==> src/rtl/fifo_rd_stream_pkg.sv <==
// fifo_rd_stream_pkg.sv
// Shared constants for the FIFO read-side stream adapter: the encoding of the
// output buffer occupancy and the buffer depth.
package fifo_pkg;

  localparam logic [1:0] OCC_EMPTY = 2'd0;
  localparam logic [1:0] OCC_ONE   = 2'd1;
  localparam logic [1:0] OCC_TWO   = 2'd2;

  localparam int BUF_DEPTH = 2;

  // The occupancy doubles as the state of the output buffer controller.
  typedef enum logic [1:0] {
    ST_EMPTY = OCC_EMPTY,
    ST_ONE   = OCC_ONE,
    ST_TWO   = OCC_TWO
  } occ_state_t;

endpackage

==> src/rtl/fifo_rd_stream_if.sv <==
// fifo_rd_stream_if.sv
// Bundles the async_fifo read port and the downstream valid/ready stream.
// master = the adapter's view, slave = the FIFO/consumer side.
interface fifo_rd_stream_if #(parameter int DATA_LEN = 32);

  logic                fifo_empty_i;
  logic [DATA_LEN-1:0] fifo_data_i;
  logic                fifo_rd_en_o;
  logic                m_valid_o;
  logic                m_ready_i;
  logic [DATA_LEN-1:0] m_data_o;
  logic [1:0]          occ_o;

  modport master (
    input  fifo_empty_i, fifo_data_i, m_ready_i,
    output fifo_rd_en_o, m_valid_o, m_data_o, occ_o
  );

  modport slave (
    output fifo_empty_i, fifo_data_i, m_ready_i,
    input  fifo_rd_en_o, m_valid_o, m_data_o, occ_o
  );

endinterface

==> src/rtl/fifo_rd_stream_out_buf.sv <==
// fifo_rd_stream_out_buf.sv
// Two-entry shift buffer (module fifo_out_buf). entry0 is the head shown to the
// consumer; a returning FIFO beat lands at the tail slot left after this
// cycle's pop, and entry1 shifts forward on the same edge.
module fifo_out_buf
  import fifo_pkg::*;
#(
  parameter int DATA_LEN = 32
) (
  input  logic                clk,
  input  logic                rst_n,
  input  logic                i_inflight,
  input  logic                i_popOut,
  input  logic [DATA_LEN-1:0] i_data,
  output logic [1:0]          o_occ,
  output logic [DATA_LEN-1:0] o_head
);

  occ_state_t          r_state;
  occ_state_t          w_nextState;
  logic                w_tailSel;
  logic [DATA_LEN-1:0] r_entry0;
  logic [DATA_LEN-1:0] r_entry1;

  // Occupancy register; a reset throws away everything buffered.
  always_ff @(posedge clk) begin
    if (!rst_n) r_state <= ST_EMPTY;
    else        r_state <= w_nextState;
  end

  // Next occupancy = occ + inflight - pop_out.
  always_comb begin
    w_nextState = r_state;
    case (r_state)
      ST_EMPTY: if (i_inflight) w_nextState = ST_ONE;
      ST_ONE: begin
        if (i_popOut && !i_inflight)      w_nextState = ST_EMPTY;
        else if (i_inflight && !i_popOut) w_nextState = ST_TWO;
      end
      ST_TWO: if (i_popOut && !i_inflight) w_nextState = ST_ONE;
      default: w_nextState = ST_EMPTY;
    endcase
  end

  // Tail slot (occ - pop_out): 1 only when one beat stays behind this edge.
  always_comb begin
    w_tailSel = (r_state == ST_TWO) || ((r_state == ST_ONE) && !i_popOut);
  end

  // Shift on pop, then let the captured beat overwrite its tail slot.
  always_ff @(posedge clk) begin
    if (!rst_n) begin
      r_entry0 <= '0;
      r_entry1 <= '0;
    end else begin
      if (i_popOut) r_entry0 <= r_entry1;
      if (i_inflight) begin
        if (w_tailSel) r_entry1 <= i_data;
        else           r_entry0 <= i_data;
      end
    end
  end

  // A beat arriving into a full, stalled buffer would be lost.
  assert property (@(posedge clk) disable iff (!rst_n)
    !((r_state == ST_TWO) && i_inflight && !i_popOut));

  assign o_occ  = r_state;
  assign o_head = r_entry0;

endmodule

==> src/rtl/fifo_rd_stream.sv <==
// fifo_rd_stream.sv
// Read-side adapter from async_fifo (read_en/empty/data_out, one-cycle read
// latency) to a valid/ready stream. Pops are issued only while the buffer plus
// the beat in flight leave room, so a returning beat always has a slot.
// Optional build macro FIFO_RD_STREAM_CNT_EN adds beat_cnt_o, a wrapping count
// of accepted output beats.
module fifo_rd_stream
  import fifo_pkg::*;
#(
  parameter int DATA_LEN = 32
) (
  input  logic                clk,
  input  logic                rst_n,
  fifo_rd_stream_if.master    bus
`ifdef FIFO_RD_STREAM_CNT_EN
  ,
  output logic [31:0]         beat_cnt_o
`endif
);

  logic       r_inflight;
  logic       w_valid;
  logic       w_popOut;
  logic       w_rdEn;
  logic [1:0] w_occ;
  logic [2:0] w_owed;

  // Beats the adapter still owes downstream after this cycle's handshake.
  always_comb begin
    w_valid  = (w_occ != OCC_EMPTY);
    w_popOut = w_valid & bus.m_ready_i;
    w_owed   = {1'b0, w_occ} + {2'b0, r_inflight} - {2'b0, w_popOut};
    w_rdEn   = rst_n & ~bus.fifo_empty_i & (w_owed < 3'(BUF_DEPTH));
  end

  // w_rdEn already excludes empty, so it is exactly an accepted pop.
  always_ff @(posedge clk) begin
    if (!rst_n) r_inflight <= 1'b0;
    else        r_inflight <= w_rdEn;
  end

  fifo_out_buf #(.DATA_LEN(DATA_LEN)) u_outBuf (
    .clk       (clk),
    .rst_n     (rst_n),
    .i_inflight(r_inflight),
    .i_popOut  (w_popOut),
    .i_data    (bus.fifo_data_i),
    .o_occ     (w_occ),
    .o_head    (bus.m_data_o)
  );

`ifdef FIFO_RD_STREAM_CNT_EN
  logic [31:0] r_beatCnt;

  // Count accepted output beats; wraps naturally at 32 bits.
  always_ff @(posedge clk) begin
    if (!rst_n)        r_beatCnt <= '0;
    else if (w_popOut) r_beatCnt <= r_beatCnt + 32'd1;
  end

  assign beat_cnt_o = r_beatCnt;
`endif

  assign bus.fifo_rd_en_o = w_rdEn;
  assign bus.m_valid_o    = w_valid;
  assign bus.occ_o        = w_occ;

endmodule
==> src/flat_wrapper.sv <==
// flat-port wrapper written by rule: the top's interface ports become plain ports
module fifo_rd_stream_flat import fifo_pkg::*;
#(
  parameter int DATA_LEN = 32
)
  (clk, rst_n, bus_fifo_empty_i, bus_fifo_data_i, bus_m_ready_i, bus_fifo_rd_en_o, bus_m_valid_o, bus_m_data_o, bus_occ_o);
  fifo_rd_stream_if #(.DATA_LEN(DATA_LEN)) bus_i ();
  input  logic clk;
  input  logic rst_n;
  input wire logic [$bits(bus_i.fifo_empty_i)-1:0] bus_fifo_empty_i;
  input wire logic [$bits(bus_i.fifo_data_i)-1:0] bus_fifo_data_i;
  input wire logic [$bits(bus_i.m_ready_i)-1:0] bus_m_ready_i;
  output wire logic [$bits(bus_i.fifo_rd_en_o)-1:0] bus_fifo_rd_en_o;
  output wire logic [$bits(bus_i.m_valid_o)-1:0] bus_m_valid_o;
  output wire logic [$bits(bus_i.m_data_o)-1:0] bus_m_data_o;
  output wire logic [$bits(bus_i.occ_o)-1:0] bus_occ_o;
  assign bus_i.fifo_empty_i = bus_fifo_empty_i;
  assign bus_i.fifo_data_i = bus_fifo_data_i;
  assign bus_i.m_ready_i = bus_m_ready_i;
  assign bus_fifo_rd_en_o = bus_i.fifo_rd_en_o;
  assign bus_m_valid_o = bus_i.m_valid_o;
  assign bus_m_data_o = bus_i.m_data_o;
  assign bus_occ_o = bus_i.occ_o;
  fifo_rd_stream #(.DATA_LEN(DATA_LEN)) u_core (.clk(clk), .rst_n(rst_n), .bus(bus_i));
endmodule
==> config.mk <==
export PLATFORM = sky130hd
export DESIGN_NAME = fifo_rd_stream_flat
export DESIGN_NICKNAME = d
export VERILOG_FILES = /design/src/rtl/fifo_rd_stream_pkg.sv /design/src/rtl/fifo_rd_stream_if.sv /design/src/rtl/fifo_rd_stream_out_buf.sv /design/src/rtl/fifo_rd_stream.sv /design/src/flat_wrapper.sv
export SDC_FILE = /design/constraint.sdc
export NUM_CORES = 1
export LEC_CHECK = 0
export CAP_MARGIN = 20
export CORE_ASPECT_RATIO = 1.2
export CORE_MARGIN = 8
export CORE_UTILIZATION = 56
export CTS_BUF_LIST = sky130_fd_sc_hd__clkbuf_4 sky130_fd_sc_hd__clkbuf_8
export CTS_CLUSTER_SIZE = 28
export DETAILED_ROUTE_END_ITERATION = 8
export PLACE_DENSITY = 0.88
export SETUP_SLACK_MARGIN = 0.3
export SYNTH_ARGS = -nofsm -noshare
export SYNTH_HDL_FRONTEND = slang
export SYNTH_SLANG_ARGS = --single-unit
==> constraint.sdc <==
create_clock -name clk -period 8.5 [get_ports clk]
set_input_delay 1.7 -clock clk [delete_from_list [all_inputs] [get_ports clk]]
set_output_delay 1.7 -clock clk [all_outputs]
set_load 0.005 [all_outputs]
# Yosys cells after proc, flatten, opt, wreduce, memory -nomap -nowiden
# Index checks and enable logic that the tools add are counted.
[totals] n_memories=0 ramBits=0 latchBits=0 ff_bits=67 mem_bits_ro=0
[classes] mul=0 n_addsub=2 mux=8 magnitude_cmp=1 n_bitwise=4 shift=0 n_reduce_logical=10 eq_ne=5 div=0
[ops] op="$mux W32" count=3
[ops] op="$mux W2" count=4
[ops] op="$pmux W2 S3" count=1
[ops] op="$add A2 B1 Y3" count=1
[ops] op="$and A1 B1 Y1" count=3
[ops] op="$logic_and A1 B1 Y1" count=3
[ops] op="$lt A3 B2 Y1 const B" count=1
[ops] op="$ne A3 B3 Y1 const B" count=1
[ops] op="$reduce_and A3 Y1" count=1
[ops] op="$sub A3 B1 Y3" count=1
[ops] op="$eq A2 B1 Y1 const B" count=1
[ops] op="$eq A2 B2 Y1 const B" count=1
[ops] op="$logic_not A1 Y1" count=2
[ops] op="$logic_not A2 Y1" count=1
[ops] op="$ne A2 B1 Y1 const B" count=1
[ops] op="$ne A2 B2 Y1 const B" count=1
[ops] op="$reduce_and A2 Y1" count=1
[ops] op="$reduce_bool A2 Y1" count=1
[ops] op="$logic_or A1 B1 Y1" count=1
[ops] op="$not A1 Y1" count=1

# Depth between registers and ports, before layout
[logic_depth] depth_word=7 mapped_depth=9 depth_no_buf=7

# By module
# A second synthesis with hierarchy kept.
[hier_totals] cells_unflattened=304 hier_area_um2=3049.2
[modules_own_cells] module="fifo_out_buf" cells_per_inst=293 area_per_inst_um2=2946.6 n_inst=1
[modules_own_cells] module="fifo_rd_stream" cells_per_inst=11 area_per_inst_um2=102.6 n_inst=1

# Worst setup path before layout
# OpenSTA, ideal clock, no wires.
[synth_path] path_type="input-to-output" from="in bus_m_ready_i" to="out bus_fifo_rd_en_o" path_buffers=1 setup_slack_ns=3.415 arrival_time_ns=3.385 path_stages=8 required_ns=6.800 path_cell_list="o21ai_1 -> inv_1 -> buf_2 -> ha_1 -> nand2b_1 -> fa_1 -> xor2_1 -> nor3_1"
[synth_via] elab_chain_len=4
[synth_lines] element="from (decl)" line="flat_wrapper.sv:12" rtl="input wire logic [$bits(bus_i.m_ready_i)-1:0] bus_m_ready_i;"
[synth_lines] element="$and A1 B1 Y1" line="fifo_rd_stream.sv:31" rtl="w_popOut = w_valid & bus.m_ready_i;"
[synth_lines] element="$sub A3 B1 Y3" line="fifo_rd_stream.sv:32" rtl="w_owed = {1'b0, w_occ} + {2'b0, r_inflight} - {2'b0, w_popOut};"
[synth_lines] element="$lt A3 B2 Y1" line="fifo_rd_stream.sv:33" rtl="w_rdEn = rst_n & ~bus.fifo_empty_i & (w_owed < 3'(BUF_DEPTH));"
[synth_lines] element="$and A1 B1 Y1" line="fifo_rd_stream.sv:33"
[synth_lines] element="to (decl)" line="flat_wrapper.sv:13" rtl="output wire logic [$bits(bus_i.fifo_rd_en_o)-1:0] bus_fifo_rd_en_o;"
# Every way passes these cells.

# Final worst setup path
# Ends and elaborated chain as after synthesis.

==> results.cfg <==
[timing]
period_share = 0.736
finalClockSkew_ns = 0.00638
setup_tns_ns = 0
relSlewSlack = 0.290
fmax_mhz = 160
min_period_ns = 6.26
setup_violations = 0
rsz0062_at_grt = no
tightestPinTransition_ns = 1.06
hold_viol = 0
maxSlewViolCount = 0

[grt]
grt_pass1_vias = 2673
grt_use_total = 0.191
grt_pass1_wl_mm = 13.0
antenna_found_initial = 0
grt_max_degree = 100
grt_overflow = 0

[pwr]
power.leakage_nw = 1.32
powerDensity_mw_per_mm2 = 195
total_power_w = 0.000778
ir_drop_uv = 125

[clocking]
cts-root-buf = clkbuf_8
cts_hold_buf = 0
clockBufferDepth = 2
cts_tree = done
cts_setup_buffers = 0
clkTransAtPathRegs_ns = 0.07
cts_made_buffers = 9
cts-htree-levels = 3
clkLatencyLatePin_ns = 0.35
clock_sinks = 67
post_cts_resized = 0

[critical_path]
crit_type = input pin to output pin
required_ns = 6.80
cp-end-kind = output pin
cp_max_fo = 33
startpoint_type = input pin
cp_data_arrival_time_ns = 4.56

[die]
core_area_mm2 = 0.00556
die_x_um = 84.8
die_area_mm2 = 0.00835
floorplan.initialDensity = 0.572
num_rows = 30
pin_count = 72
dieHeight_um = 98.5

[finish]
finalInstanceArea_mm2 = 0.00399
diodes = 0
drive_gt1_frac = 0.144
nets = 437
final_core_util = 0.718
layout.cells.non_filler = 468
mostFrequentLayoutCells = nand2_1 (130), clkdlybuf4s50_1 (70), dfxtp_1 (67)
layout_commonest_cell = nand2_1
synthToLayoutAreaGrowth_pct = 25.5

[logic_synthesis]
yosys.area.top_type = dfxtp_1
synthCells = 349
synth_ff_type = dfxtp_1
async_reset_ff_frac = 0
syn_nets = 387
synth_cell_type_count = 26
yosysTopAreaCellShare = 0.422
synth_seq_cells = 67
synth_area_mm2 = 0.00318
seq_area_frac_synth = 0.422
ys_warn_count = 0
synth_edf_count = 0
synthTopCellsByArea = dfxtp_1 (42%), nand2_1 (15%), a31oi_2 (12%)
avgSynthCellArea_um2 = 9.11

[drt]
via_per_inst = 5.85
drc_errors = 0
drt_first_pass_iters = 4
wl_per_cell_um = 16.3
vias = 2736
postRouteAntennaNets = 0
wirelength_mm = 7.64
drt_iter0_drc = 263

[place]
hpwl_mm = 4.72
routabilityCongestion = 0.736
place_inst = 452
place_area_mm2 = 0.00380
portBuffers = 71

[run]
drv_cap = 0

[run_status]
status = finished, final reports clean

[hold_path]
min_path_type = register to register
-- cell type report --
class / count / area [µm²]
Timing Repair Buffer: 75 / 736
Tap cell: 64 / 80.1
Fill cell: 432 / 1570
Inverter: 3 / 11.3
Clock buffer: 14 / 174
Sequential cell: 67 / 1340
Clock inverter: 2 / 10.0
Multi-Input combinational cell: 243 / 1640
-- cells in the mapped netlist, types with 2 or more instances --
| cell type | instances |
|---|---|
| nand2_1 | 130 |
| dfxtp_1 | 67 |
| mux2i_1 | 33 |
| o41ai_1 | 32 |
| a31oi_2 | 30 |
| clkbuf_1 | 24 |
| buf_6 | 8 |
| buf_2 | 3 |
| a31oi_1 | 2 |
| inv_1 | 2 |
| nor3_1 | 2 |
| or2_2 | 2 |
-- critical path, cell delays in order --
cell             delay (ns)
clkdlybuf4s50_1        0.47
o21ai_2                0.08
buf_4                  0.36
inv_1                  0.12
ha_1                   0.32
nand2b_1               0.19
fa_1                   0.39
xor2_1                 0.17
nor3_1                 0.21
clkdlybuf4s50_1        0.55
-- sequential cells by signal, summed over array words and instances, names as in the netlist --
| name | count |
|---|---|
| u_core.r_inflight | 1 |
| u_core.u_outBuf.o_head | 32 |
| u_core.u_outBuf.o_occ | 2 |
| u_core.u_outBuf.r_entry1 | 32 |
-- cells by family after synthesis --
logic type | after synthesis | synth area share
and+or+nand+nor | 139 | 0.174
AOI/OAI and AO/OA | 68 | 0.220
adders and majority gates | 2 | 0.0102
DFF | 67 | 0.422
xor gates and xnor gates | 1 | 0.00276
buffers and inverters | 39 | 0.0673
muxes | 33 | 0.104
-- final timing paths --
path / start / endpoint / slack (ns) / depth (start not counted)
setup / recovery: bus_m_ready_i / bus_fifo_rd_en_o / 2.24 / 10
setup reg to reg: u_core.r_inflight$_SDFF_PN0_ / u_core.r_inflight$_SDFF_PN0_ / 5.60 / 6
hold / removal: u_core.u_outBuf.r_entry1[4]$_SDFFE_PN0P_ / u_core.u_outBuf.r_entry1[4]$_SDFFE_PN0P_ / 0.46 / 2
hold reg to reg: u_core.u_outBuf.r_entry1[4]$_SDFFE_PN0P_ / u_core.u_outBuf.r_entry1[4]$_SDFFE_PN0P_ / 0.46 / 2
-- through the flow --
stage / worst slack, ns / hold slack, ns
after floorplan: 3.41 / 0.435
after global placement: 2.34 / 0.442
after detailed placement: 2.23 / 0.448
after CTS: 2.24 / 0.459
after global routing: 2.09 / 0.473
final: 2.24 / 0.459
-- where the power goes --
group | internal [W] | total [W] | switching, W
clock network | 0.000131 | 0.000246 | 0.000115
logic | 0.0000891 | 0.000176 | 0.0000872
registers | 0.000340 | 0.000356 | 0.0000161
total | 0.000560 | 0.000778 | 0.000219
-- routing by layer --
metal  GRT usage  routed length [µm]  part of all wire  vias up
li1            -                   -                 -     1332
met1       0.225                3320              0.43     1318
met2       0.315                3780              0.49       75
met3      0.0458                 436             0.057       11
met4      0.0975                 103             0.013        0
met5           0                   0                 0        -
Note: power is estimated with default switching activity, not from simulation.
